==> config.mk <==
export PLATFORM = sky130hd
export DESIGN_NAME = spi_slave
export DESIGN_NICKNAME = d
export VERILOG_FILES = /design/src/rtl/spi_pkg.sv /design/src/rtl/spi_sync.sv /design/src/rtl/spi_slave.sv
export SDC_FILE = /design/constraint.sdc
export NUM_CORES = 1
export LEC_CHECK = 0
export BUFFER_PORTS_ARGS = -buffer_cell sky130_fd_sc_hd__buf_2
export CAP_MARGIN = 30
export CORE_MARGIN = 2
export CORE_UTILIZATION = 40
export DETAILED_ROUTE_END_ITERATION = 12
export SLEW_MARGIN = 25
export SYNTH_ARGS = -nofsm -noshare
export SYNTH_HDL_FRONTEND = slang
export SYNTH_SLANG_ARGS = --single-unit
==> constraint.sdc <==
create_clock -name clk -period 2.8 [get_ports clk]
set_input_delay 0.14 -clock clk [delete_from_list [all_inputs] [get_ports clk]]
set_output_delay 0.14 -clock clk [all_outputs]
set_load 0.05 [all_outputs]
==> src/rtl/spi_pkg.sv <==
`default_nettype none
// ============================================================================
// Module      : spi_pkg
// Description : Shared constants, FSM state type and helpers for the SPI
//               slave and its synchronizer.
// Revision    : 1.0 - initial release
// ============================================================================
package spi_pkg;

    // Default frame width in bits
    localparam int c_DATA_W_DEFAULT = 8;

    // Slowest supported clk/sclk ratio; sclk must not run faster than clk/8
    localparam int c_MIN_CLK_SCLK_RATIO = 8;

    // Slave FSM states
    typedef enum logic [0:0] {
        ST_IDLE  = 1'b0,
        ST_SHIFT = 1'b1
    } spi_state_t;

    // Width of a counter that must hold values 0..w-1 (at least one bit)
    function automatic int cnt_width(input int w);
        return (w > 1) ? $clog2(w) : 1;
    endfunction

endpackage : spi_pkg
`default_nettype wire

==> src/rtl/spi_sync.sv <==
`default_nettype none
// ============================================================================
// Module      : spi_sync
// Description : Single-bit multi-flop synchronizer with a configurable
//               reset level, used to bring SPI pins into the clk domain.
// Revision    : 1.0 - initial release
// ============================================================================
module spi_sync
    import spi_pkg::*;
#(
    parameter int   SYNC_STAGES = 2,
    parameter logic RESET_VAL   = 1'b0
) (
    input  logic clk,
    input  logic reset,
    input  logic d,
    output logic q
);

    logic [SYNC_STAGES-1:0] r_chain;

    // Shift the pin value through the flop chain; reset to the pin's idle level
    always_ff @(posedge clk or posedge reset) begin
        if (reset) begin
            r_chain <= {SYNC_STAGES{RESET_VAL}};
        end else begin
            r_chain[0] <= d;
            for (int i = 1; i < SYNC_STAGES; i++) begin
                r_chain[i] <= r_chain[i-1];
            end
        end
    end

    assign q = r_chain[SYNC_STAGES-1];

endmodule : spi_sync
`default_nettype wire

==> src/rtl/spi_slave.sv <==
`default_nettype none
// ============================================================================
// Module      : spi_slave
// Description : SPI mode-0, MSB-first slave with oversampled pin inputs,
//               TX shadow register with underrun detection, back-to-back
//               frame support and a one-cycle rx_valid strobe.
// Revision    : 1.0 - initial release
// ============================================================================
module spi_slave
    import spi_pkg::*;
#(
    parameter int DATA_W      = c_DATA_W_DEFAULT,
    parameter int SYNC_STAGES = 2
) (
    input  logic              clk,
    input  logic              reset,
    input  logic              sclk,
    input  logic              ss,
    input  logic              mosi,
    output logic              miso,
    input  logic [DATA_W-1:0] tx_data,
    input  logic              tx_load,
    output logic [DATA_W-1:0] rx_data,
    output logic              rx_valid,
    output logic              busy,
    output logic              tx_underrun
);

    localparam int                    c_CNT_W     = cnt_width(DATA_W);
    localparam int                    c_FLUSH_W   = $clog2(SYNC_STAGES + 2);
    localparam logic [c_CNT_W-1:0]    c_LAST_BIT  = c_CNT_W'(DATA_W - 1);
    localparam logic [c_FLUSH_W-1:0]  c_FLUSH_CYC = c_FLUSH_W'(SYNC_STAGES + 1);

    // Synchronized pins and their one-cycle delayed copies
    logic w_sclk_s, w_ss_s, w_mosi_s;
    logic r_sclk_d, r_ss_d;
    logic [c_FLUSH_W-1:0] r_flush_cnt;

    // Edge strobes and frame events
    logic w_sync_ready;
    logic w_sclk_rise, w_sclk_fall, w_ss_fall, w_ss_rise;
    logic w_frame_start, w_frame_end;
    logic w_shift_active, w_rx_sample, w_tx_advance, w_tx_reload;
    logic [DATA_W-1:0] w_load_value, w_rx_next;

    // FSM
    spi_state_t r_state, w_state_next;

    // Datapath registers
    logic [DATA_W-1:0]  r_shadow, r_tx_shift, r_rx_shift, r_rx_data;
    logic               r_fresh, r_pend, r_pend_uflow, r_tx_underrun, r_rx_valid;
    logic [c_CNT_W-1:0] r_bit_cnt;

    spi_sync #(.SYNC_STAGES(SYNC_STAGES), .RESET_VAL(1'b0)) u_sync_sclk (
        .clk(clk), .reset(reset), .d(sclk), .q(w_sclk_s)
    );
    spi_sync #(.SYNC_STAGES(SYNC_STAGES), .RESET_VAL(1'b1)) u_sync_ss (
        .clk(clk), .reset(reset), .d(ss), .q(w_ss_s)
    );
    spi_sync #(.SYNC_STAGES(SYNC_STAGES), .RESET_VAL(1'b0)) u_sync_mosi (
        .clk(clk), .reset(reset), .d(mosi), .q(w_mosi_s)
    );

    // Delay the synchronized pins for edge detection; count out the flush
    // window after reset so a pin still held low cannot look like an ss fall
    always_ff @(posedge clk or posedge reset) begin
        if (reset) begin
            r_sclk_d    <= 1'b0;
            r_ss_d      <= 1'b1;
            r_flush_cnt <= '0;
        end else begin
            r_sclk_d <= w_sclk_s;
            r_ss_d   <= w_ss_s;
            if (r_flush_cnt != c_FLUSH_CYC) begin
                r_flush_cnt <= r_flush_cnt + c_FLUSH_W'(1);
            end
        end
    end

    assign w_sync_ready = (r_flush_cnt == c_FLUSH_CYC);
    assign w_sclk_rise  =  w_sclk_s & ~r_sclk_d;
    assign w_sclk_fall  = ~w_sclk_s &  r_sclk_d;
    assign w_ss_fall    = ~w_ss_s   &  r_ss_d & w_sync_ready;
    assign w_ss_rise    =  w_ss_s   & ~r_ss_d;

    // FSM state register
    always_ff @(posedge clk or posedge reset) begin
        if (reset) begin
            r_state <= ST_IDLE;
        end else begin
            r_state <= w_state_next;
        end
    end

    // FSM next state and frame start/end events
    always_comb begin
        w_state_next  = r_state;
        w_frame_start = 1'b0;
        w_frame_end   = 1'b0;
        case (r_state)
            ST_IDLE: begin
                if (w_ss_fall) begin
                    w_state_next  = ST_SHIFT;
                    w_frame_start = 1'b1;
                end
            end
            ST_SHIFT: begin
                if (w_ss_rise) begin
                    w_state_next = ST_IDLE;
                    w_frame_end  = 1'b1;
                end
            end
            default: w_state_next = ST_IDLE;
        endcase
    end

    // A falling edge seen with the counter back at zero means a full frame
    // has just completed while ss stays low: reload for the next frame
    assign w_shift_active = (r_state == ST_SHIFT) & ~w_ss_rise;
    assign w_rx_sample    = w_shift_active & w_sclk_rise;
    assign w_tx_advance   = w_shift_active & w_sclk_fall;
    assign w_tx_reload    = w_tx_advance & (r_bit_cnt == '0);
    assign w_load_value   = tx_load ? tx_data : r_shadow;
    assign w_rx_next      = {r_rx_shift[DATA_W-2:0], w_mosi_s};

    // Shadow register, fresh flag and underrun reporting. A back-to-back
    // reload defers its underrun pulse to the first sampling edge of the new
    // frame, so a frame that simply ends never reports a spurious underrun.
    always_ff @(posedge clk or posedge reset) begin
        if (reset) begin
            r_shadow      <= '0;
            r_fresh       <= 1'b0;
            r_pend        <= 1'b0;
            r_pend_uflow  <= 1'b0;
            r_tx_underrun <= 1'b0;
        end else begin
            r_tx_underrun <= 1'b0;
            if (w_frame_start) begin
                r_tx_underrun <= ~r_fresh & ~tx_load;
            end
            if (w_rx_sample && r_pend) begin
                r_tx_underrun <= r_pend_uflow;
                r_pend        <= 1'b0;
            end
            if (w_tx_reload) begin
                r_pend       <= 1'b1;
                r_pend_uflow <= ~r_fresh & ~tx_load;
            end
            if (w_frame_end) begin
                r_pend <= 1'b0;
            end
            if (tx_load) begin
                r_shadow <= tx_data;
                r_fresh  <= ~(w_frame_start | w_tx_reload);
            end else if (w_frame_start || w_tx_reload) begin
                r_fresh <= 1'b0;
            end
        end
    end

    // TX shift register: load at frame start or reload, shift on falling edges
    always_ff @(posedge clk or posedge reset) begin
        if (reset) begin
            r_tx_shift <= '0;
        end else if (w_frame_start || w_tx_reload) begin
            r_tx_shift <= w_load_value;
        end else if (w_tx_advance) begin
            r_tx_shift <= {r_tx_shift[DATA_W-2:0], 1'b0};
        end
    end

    // RX shift register, bit counter and completed-byte output
    always_ff @(posedge clk or posedge reset) begin
        if (reset) begin
            r_rx_shift <= '0;
            r_rx_data  <= '0;
            r_rx_valid <= 1'b0;
            r_bit_cnt  <= '0;
        end else begin
            r_rx_valid <= 1'b0;
            if (w_frame_start || w_frame_end) begin
                r_bit_cnt <= '0;
            end else if (w_rx_sample) begin
                r_rx_shift <= w_rx_next;
                if (r_bit_cnt == c_LAST_BIT) begin
                    r_bit_cnt  <= '0;
                    r_rx_data  <= w_rx_next;
                    r_rx_valid <= 1'b1;
                end else begin
                    r_bit_cnt <= r_bit_cnt + c_CNT_W'(1);
                end
            end
        end
    end

    assign busy        = (r_state == ST_SHIFT);
    assign miso        = (r_state == ST_SHIFT) & r_tx_shift[DATA_W-1];
    assign rx_data     = r_rx_data;
    assign rx_valid    = r_rx_valid;
    assign tx_underrun = r_tx_underrun;

endmodule : spi_slave
`default_nettype wire

==> flow_summary_export.csv, run 1 <==
group,metric,value,unit
outcome,status,"complete, no violations",
synth,yosysWarnings,0,
setup_path,worstReg2RegEnd,"r_bit_cnt[2]$_DFFE_PP0P_",
power_and_ir_drop,switching_share,26.43,%
timing,drv_slew,0,
power_and_ir_drop,clockPowerShare,25.2,%
floorplanning,initial_utilization,40.83,%
clocking,clk_pin_slew,0.09,ns
clocking,htreeDepth,2,
timing,skew,0.01053,ns
power_and_ir_drop,p_switching,0.4090,mW
synth,synth.cell_area,2046,sq um
layout,layout_commonest_cell,"dfrtp_1",
timing,rsz0062_at_grt,"no",
layout,fin_area,2365,sq um
setup_path,crit_end,"r_bit_cnt[2]$_DFFE_PP0P_",
floorplanning,ios,26,
setup_path,path_cells,"nor2b_1 > o21ai_0 > a32o_1",
synth,yosysUniqueCellTypes,31,
place,gp_congestion,0.7752,
power_and_ir_drop,p_comb_share,16.1,%
clocking,cts_tree,"done",
floorplanning,dieArea,5703,sq um
synth,yosysSeqAreaShare,61.35,%
setup_path,critPathMaxStageDelay,0.60,ns
layout,layout-drive-gt1-share,31.87,%
power_and_ir_drop,total_power,1.548,mW
global_route,grt_pass1_wl,5754,microns
timing,period_needed,1.893,ns
route,wl_per_cell,13.33,microns
global_route,grt_use_total,13.84,%
route,vias,1244,
layout,final_cell_mix,"47 x dfrtp_1, 25 x buf_2, 17 x mux2_2, 12 x inv_1",
layout,area_growth,15.60,%
floorplanning,rows,26,
layout,nets,199,
setup_path,r2r_setup_slack,0.91,ns
clocking,clkSinkCount,50,
clocking,clock_latency,0.30,ns
layout,n_fill_cell,475,
setup_path,worstPathMaxFanout,12,
clocking,cts_setup_buffers,0,
layout,n_antenna_cell,0,
global_route,antenna_found_initial,0,
synth,syn-num-nets,169,
hold_path,hold_path_class,"input port to register",
timing,finalHoldViolCount,0,
route,drcViolationCount,0,
setup_path,cp-start-kind,"register",
timing,hold_ws,0.07254,ns
clocking,numCtsBuffers,5,
power_and_ir_drop,leakage,1.150,nW
route,firstDrtPassIters,4,
timing,layout_setup_ws,0.9072,ns
timing,finalSetupViolCount,0,
power_and_ir_drop,internal-power,1.138,mW
floorplanning,coreArea,5010,sq um
timing,max_freq,528.3,MHz
timing,worst_pin_slew,0.7212,ns
place,dpl.hpwl,2398,microns
setup_path,reg2reg_from,"u_sync_ss.r_chain[1]$_DFF_PP1_",
route,first_iter_violations,97,
floorplanning,die_w,75.52,microns
setup_path,startpoint,"u_sync_ss.r_chain[1]$_DFF_PP1_",
clocking,cts-root-buf,"clkbuf_8",
power_and_ir_drop,cellPowerDensity,654.4,nW/um^2
synth,synth-seq-cells,50,
setup_path,rr_worst_depth,3,
power_and_ir_drop,power_frac_seq,58.6,%
place,pre_cts_slack,0.9282,ns
setup_path,arrival,2.07,ns
layout,regArea,1255,sq um
layout,multi_input_area,704.4,sq um
timing,finalCritPeriodShare,67.60,%
synth,synth.avg_cell_area,13.55,sq um
timing,slew_headroom,51.82,%
global_route,grt_pass1_vias,1291,
setup_path,crit_type,"register to register",
route,ant_nets,0,
synth,synthCells,151,
place,port_buffers,25,
setup_path,cp_slowest_cell,"nor2b_1",
clocking,cts_buffer_depth,2,
global_route,grt_max_degree,29,
route,drt_wl_total,3358,microns
power_and_ir_drop,ir_worst_vdd,0.2958,mV
run,drv_cap,0,
route,viasPerCell,4.937,
setup_path,endpoint_kind,"register",
timing,setup_tns,0,ns
global_route,overflow,0,
setup_path,crit_required,2.98,ns
place,placed_cell_area,2245,sq um
floorplanning,die_h,75.52,microns
timing repair:
| item | 4_1_cts | 5_1_grt |
|---|---|---|
| endpoints found under the hold margin | 25 | 0 |
| resized for setup | 0 | 0 |
| hold buffers | 4 | 0 |
metrics by stage:
step	util [%]	std cells
3_3_place_gp	44.41	239
3_5_place_dp	44.81	240
5_1_grt	47.20	252
4_1_cts	47.20	252
2_1_floorplan	-	151
6_report	47.20	252
logic make-up after synthesis:
family,synth area share (%)
AOI/OAI and AO/OA,10.15
xor gates and xnor gates,0.4282
adders and majority gates,2.447
buffers and inverters,4.220
DFF,61.35
muxes,13.27
and+or+nand+nor,8.135
routing by layer:
layer | part of all wire (%) | routed length, microns | GRT usage (%) | vias up
li1 | - | - | - | 605
met1 | 45 | 1508 | 16.14 | 602
met2 | 48 | 1612 | 23.19 | 31
met3 | 5.1 | 172 | 4.497 | 6
met4 | 1.9 | 65 | 6.433 | 0
met5 | 0 | 0 | 0 | -
registers in the layout, indices dropped and copies added (netlist names), 2 cells and up:
| register | cells |
|---|---|
| r_shadow | 8 |
| u_sync_sclk.r_chain | 2 |
| r_flush_cnt | 2 |
| rx_data | 8 |
| r_bit_cnt | 3 |
| r_tx_shift | 8 |
| r_rx_shift | 7 |
| u_sync_mosi.r_chain | 2 |
| u_sync_ss.r_chain | 2 |
how the worst min path moves through the flow:
stage | startpoint | endpoint | slack (ns) | depth (start not counted)
6_report | tx_data[3] | r_shadow[3]$_DFF_PP0_ | 0.07 | 3
5_1_grt | tx_data[4] | r_shadow[4]$_DFF_PP0_ | 0.08 | 3
3_5_place_dp | reset | r_bit_cnt[1]$_DFFE_PP0P_ | 0.19 | 2
4_1_cts | tx_data[3] | r_shadow[3]$_DFF_PP0_ | 0.06 | 3
3_3_place_gp | ss | u_sync_ss.r_chain[0]$_DFF_PP1_ | 0.25 | 1
2_1_floorplan | ss | u_sync_ss.r_chain[0]$_DFF_PP1_ | 0.14 | 0
critical path: cells and delay by family, from the launching register on:
| family | cells | cell delay [ns] |
|---|---|---|
| AO/OA/AOI/OAI | 2 | 0.62 |
| AND/OR/NAND/NOR | 1 | 0.60 |
| flip-flops | 1 | 0.57 |
layout make-up:
class | instances | area share (%)
clock buffers | 8 | 3.386
inverters | 14 | 2.222
multi-input cells | 80 | 29.79
flip-flops and latches | 50 | 53.07
well taps | 70 | 3.704
repair buffers | 30 | 7.831
power groups by stage:
| stage | sequential (mW) | combinational, mW | clock (mW) |
|---|---|---|---|
| floorplan | 0.905 | 0.195 | 0 |
| global placement | 0.917 | 0.234 | 0 |
| detailed placement | 0.922 | 0.251 | 0 |
| CTS | 0.909 | 0.255 | 0.411 |
| global route | 0.926 | 0.282 | 0.443 |
| finish | 0.907 | 0.250 | 0.391 |
synth_stat cells:
| cell | count | area (sq um) |
|---|---|---|
| o311ai_0 | 7 | 61.31 |
| nand4_2 | 1 | 12.51 |
| clkbuf_1 | 3 | 11.26 |
| and2_1 | 1 | 6.260 |
| inv_2 | 1 | 3.750 |
| inv_1 | 13 | 48.80 |
| nand4bb_1 | 1 | 11.26 |
| buf_4 | 1 | 7.510 |
| nand3_1 | 2 | 10.01 |
| or4_1 | 1 | 7.510 |
| and3_1 | 1 | 6.260 |
| and4bb_2 | 2 | 25.02 |
| buf_2 | 3 | 15.01 |
| mux2i_1 | 8 | 80.08 |
| dfrtp_1 | 47 | 1176 |
| nor2_1 | 2 | 7.510 |
| o221ai_1 | 7 | 61.31 |
| o22ai_1 | 3 | 18.77 |
| nand2b_4 | 1 | 13.76 |
| nor3_1 | 1 | 5.000 |
| dfstp_2 | 3 | 78.83 |
| o21ai_0 | 1 | 5.000 |
| a2bb2oi_1 | 1 | 8.760 |
| nand2b_1 | 1 | 6.260 |
| a32o_1 | 4 | 40.04 |
| nor2b_1 | 4 | 25.02 |
| nand2_1 | 8 | 30.03 |
| mux2_2 | 17 | 191.4 |
| a31oi_2 | 1 | 12.51 |
| xnor2_1 | 1 | 8.760 |
| ha_1 | 4 | 50.05 |
No activity file was read; power rests on OpenSTA's default activity.
==> run 2: changes to the inputs <==
==> constraint.sdc (replaced) <==
create_clock -name clk -period 1.8 [get_ports clk]
set_input_delay 0.09 -clock clk [delete_from_list [all_inputs] [get_ports clk]]
set_output_delay 0.09 -clock clk [all_outputs]
set_load 0.05 [all_outputs]
==> run 2 against run 1 <==
  * Power grew 60%
  * Sequential share of layout area shrank 0.91 points
  * Flip-flop and latch count unchanged
  * Cell count grew 1.6%
  * Sequential power rose by 55%
  * Routed wire length up 7.5%
  * Worst hold slack worse by 0.047 ns
  * Global-route usage rose by 0.99 points
  * Critical path depth stayed put
  * Die area is the same
  * Combinational power up 63%
  * Worst setup slack lost 0.76 ns
  * Critical path type unchanged
  * Critical endpoint is now r_rx_shift[6]$_DFFE_PP0P_
  * Largest cell class unchanged
==> flow_summary_export.csv, run 2 (synthesis results as in run 1) <==
group,metric,value,unit
outcome,status,"complete, no violations",
floorplanning,coreArea,5010,sq um
clocking,numCtsBuffers,5,
global_route,grt_pass1_vias,1373,
floorplanning,die_h,75.52,microns
power_and_ir_drop,cellPowerDensity,1030,nW/um^2
layout,stdcell_count,256,
route,wl_per_cell,14.10,microns
layout,layout_commonest_cell,"dfrtp_1",
hold_path,hold_start,"tx_data[7]",
setup_path,worstPathMaxFanout,6,
setup_path,critPathMaxStageDelay,0.57,ns
place,dpl.hpwl,2448,microns
clocking,cts_buffer_depth,2,
timing,setup_tns,0,ns
setup_path,arrival,1.84,ns
layout,layout-drive-gt1-share,34.95,%
global_route,overflow,0,
timing,skew,0.003502,ns
clocking,clock_latency,0.30,ns
layout,area_growth,17.61,%
power_and_ir_drop,ir_worst_vdd,0.4391,mV
layout,n_antenna_cell,0,
setup_path,cp-start-kind,"register",
setup_path,startpoint,"r_ss_d$_DFF_PP1_",
timing,worst_pin_slew,0.6061,ns
hold_path,worstHoldEndpoint,"r_shadow[7]$_DFF_PP0_",
timing,slew_headroom,59.59,%
clocking,cts_setup_buffers,0,
hold_path,hold_depth,3,
floorplanning,initial_utilization,40.83,%
layout,nets,203,
floorplanning,rows,26,
layout,final_cell_mix,"47 x dfrtp_1, 25 x buf_2, 17 x mux2_2, 12 x inv_1",
setup_path,crit_required,1.99,ns
setup_path,worstReg2RegEnd,"r_rx_shift[6]$_DFFE_PP0P_",
timing,max_freq,604.4,MHz
setup_path,r2r_setup_slack,0.15,ns
setup_path,endpoint_kind,"register",
timing,period_needed,1.654,ns
setup_path,cp_slowest_cell,"dfstp_2",
run,drv_cap,0,
clocking,cts_tree,"done",
global_route,grt_pass1_wl,6175,microns
timing,finalHoldViolCount,0,
global_route,grt_max_degree,51,
setup_path,crit_type,"register to register",
clocking,clk_pin_slew,0.09,ns
timing,rsz0062_at_grt,"no",
timing,finalCritPeriodShare,91.91,%
place,dpl.cell_count,244,
clocking,cts-root-buf,"clkbuf_8",
route,drcViolationCount,0,
timing,finalSetupViolCount,0,
setup_path,reg2reg_from,"r_ss_d$_DFF_PP1_",
place,gp_congestion,0.7165,
power_and_ir_drop,leakage,1.173,nW
route,drt_wl_total,3610,microns
timing,drv_slew,0,
clocking,clkSinkCount,50,
route,viasPerCell,5.266,
setup_path,rr_worst_depth,3,
global_route,antenna_found_initial,0,
global_route,grt_use_total,14.83,%
clocking,htreeDepth,2,
hold_path,hold_path_class,"input port to register",
floorplanning,die_w,75.52,microns
floorplanning,dieArea,5703,sq um
route,firstDrtPassIters,4,
floorplanning,ios,26,
route,vias,1348,
route,ant_nets,0,
route,first_iter_violations,95,
setup_path,path_cells,"nand2b_1 > and3_1 > mux2_2",
place,port_buffers,25,
## run 2: cell type report
type | count | area [sq um]
clock buffers | 6 | 82.58
flip-flops and latches | 50 | 1255
well taps | 70 | 87.58
clock inverters | 2 | 12.51
inverters | 14 | 52.55
multi-input cells | 80 | 713.2
fillers | 479 | 2604
repair buffers | 34 | 202.7
## run 2: metrics by stage
stage | hold slack [ns] | power, mW | worst slack [ns] | util [%] | area (sq um)
final | 0.02525 | 2.478 | 0.1456 | 48.03 | 2406
after global routing | 0.03283 | 2.642 | 0.04341 | 48.03 | 2406
after global placement | 0.1973 | 1.796 | 0.1916 | 45.15 | 2262
after detailed placement | 0.1963 | 1.830 | 0.07792 | 45.15 | 2262
after CTS | 0.02234 | 2.511 | 0.06869 | 47.85 | 2397
after floorplan | 0.09448 | 1.711 | 0.07056 | - | 2046
## run 2: worst max-delay path by stage
stage	end	cells past startpoint
2_1_floorplan	r_tx_shift[1]$_DFFE_PP0P_	4
3_3_place_gp	r_tx_shift[6]$_DFFE_PP0P_	5
3_5_place_dp	r_tx_shift[5]$_DFFE_PP0P_	5
4_1_cts	r_tx_shift[6]$_DFFE_PP0P_	5
5_1_grt	r_tx_shift[6]$_DFFE_PP0P_	5
6_report	r_rx_shift[6]$_DFFE_PP0P_	3
## run 2: report_power, final
group / leakage (nW) / internal [mW] / switching [mW]
Clock: 0.0472 / 0.309 / 0.354
Combinational: 0.509 / 0.194 / 0.213
Sequential: 0.617 / 1.30 / 0.103
Total: 1.17 / 1.81 / 0.671
## run 2: per-layer routing
layer	global-route usage (%)	part of all wire [%]	vias to the layer above
li1	-	-	616
met1	17.45	43	680
met2	24.64	50	45
met3	5.159	5.5	7
met4	6.433	1.7	0
met5	0	0	-
## run 2: worst max-delay path: cells and delay by family (launching register included)
kind / cells / cell delay, ns
and+or+nand+nor: 2 / 0.61
DFF: 1 / 0.57
muxes: 1 / 0.36
## run 2: repair_timing
item,in CTS,in global routing
hold buffers,4,0
hold endpoints to repair,50,0
setup endpoints to repair,0,5
resized for setup,0,1
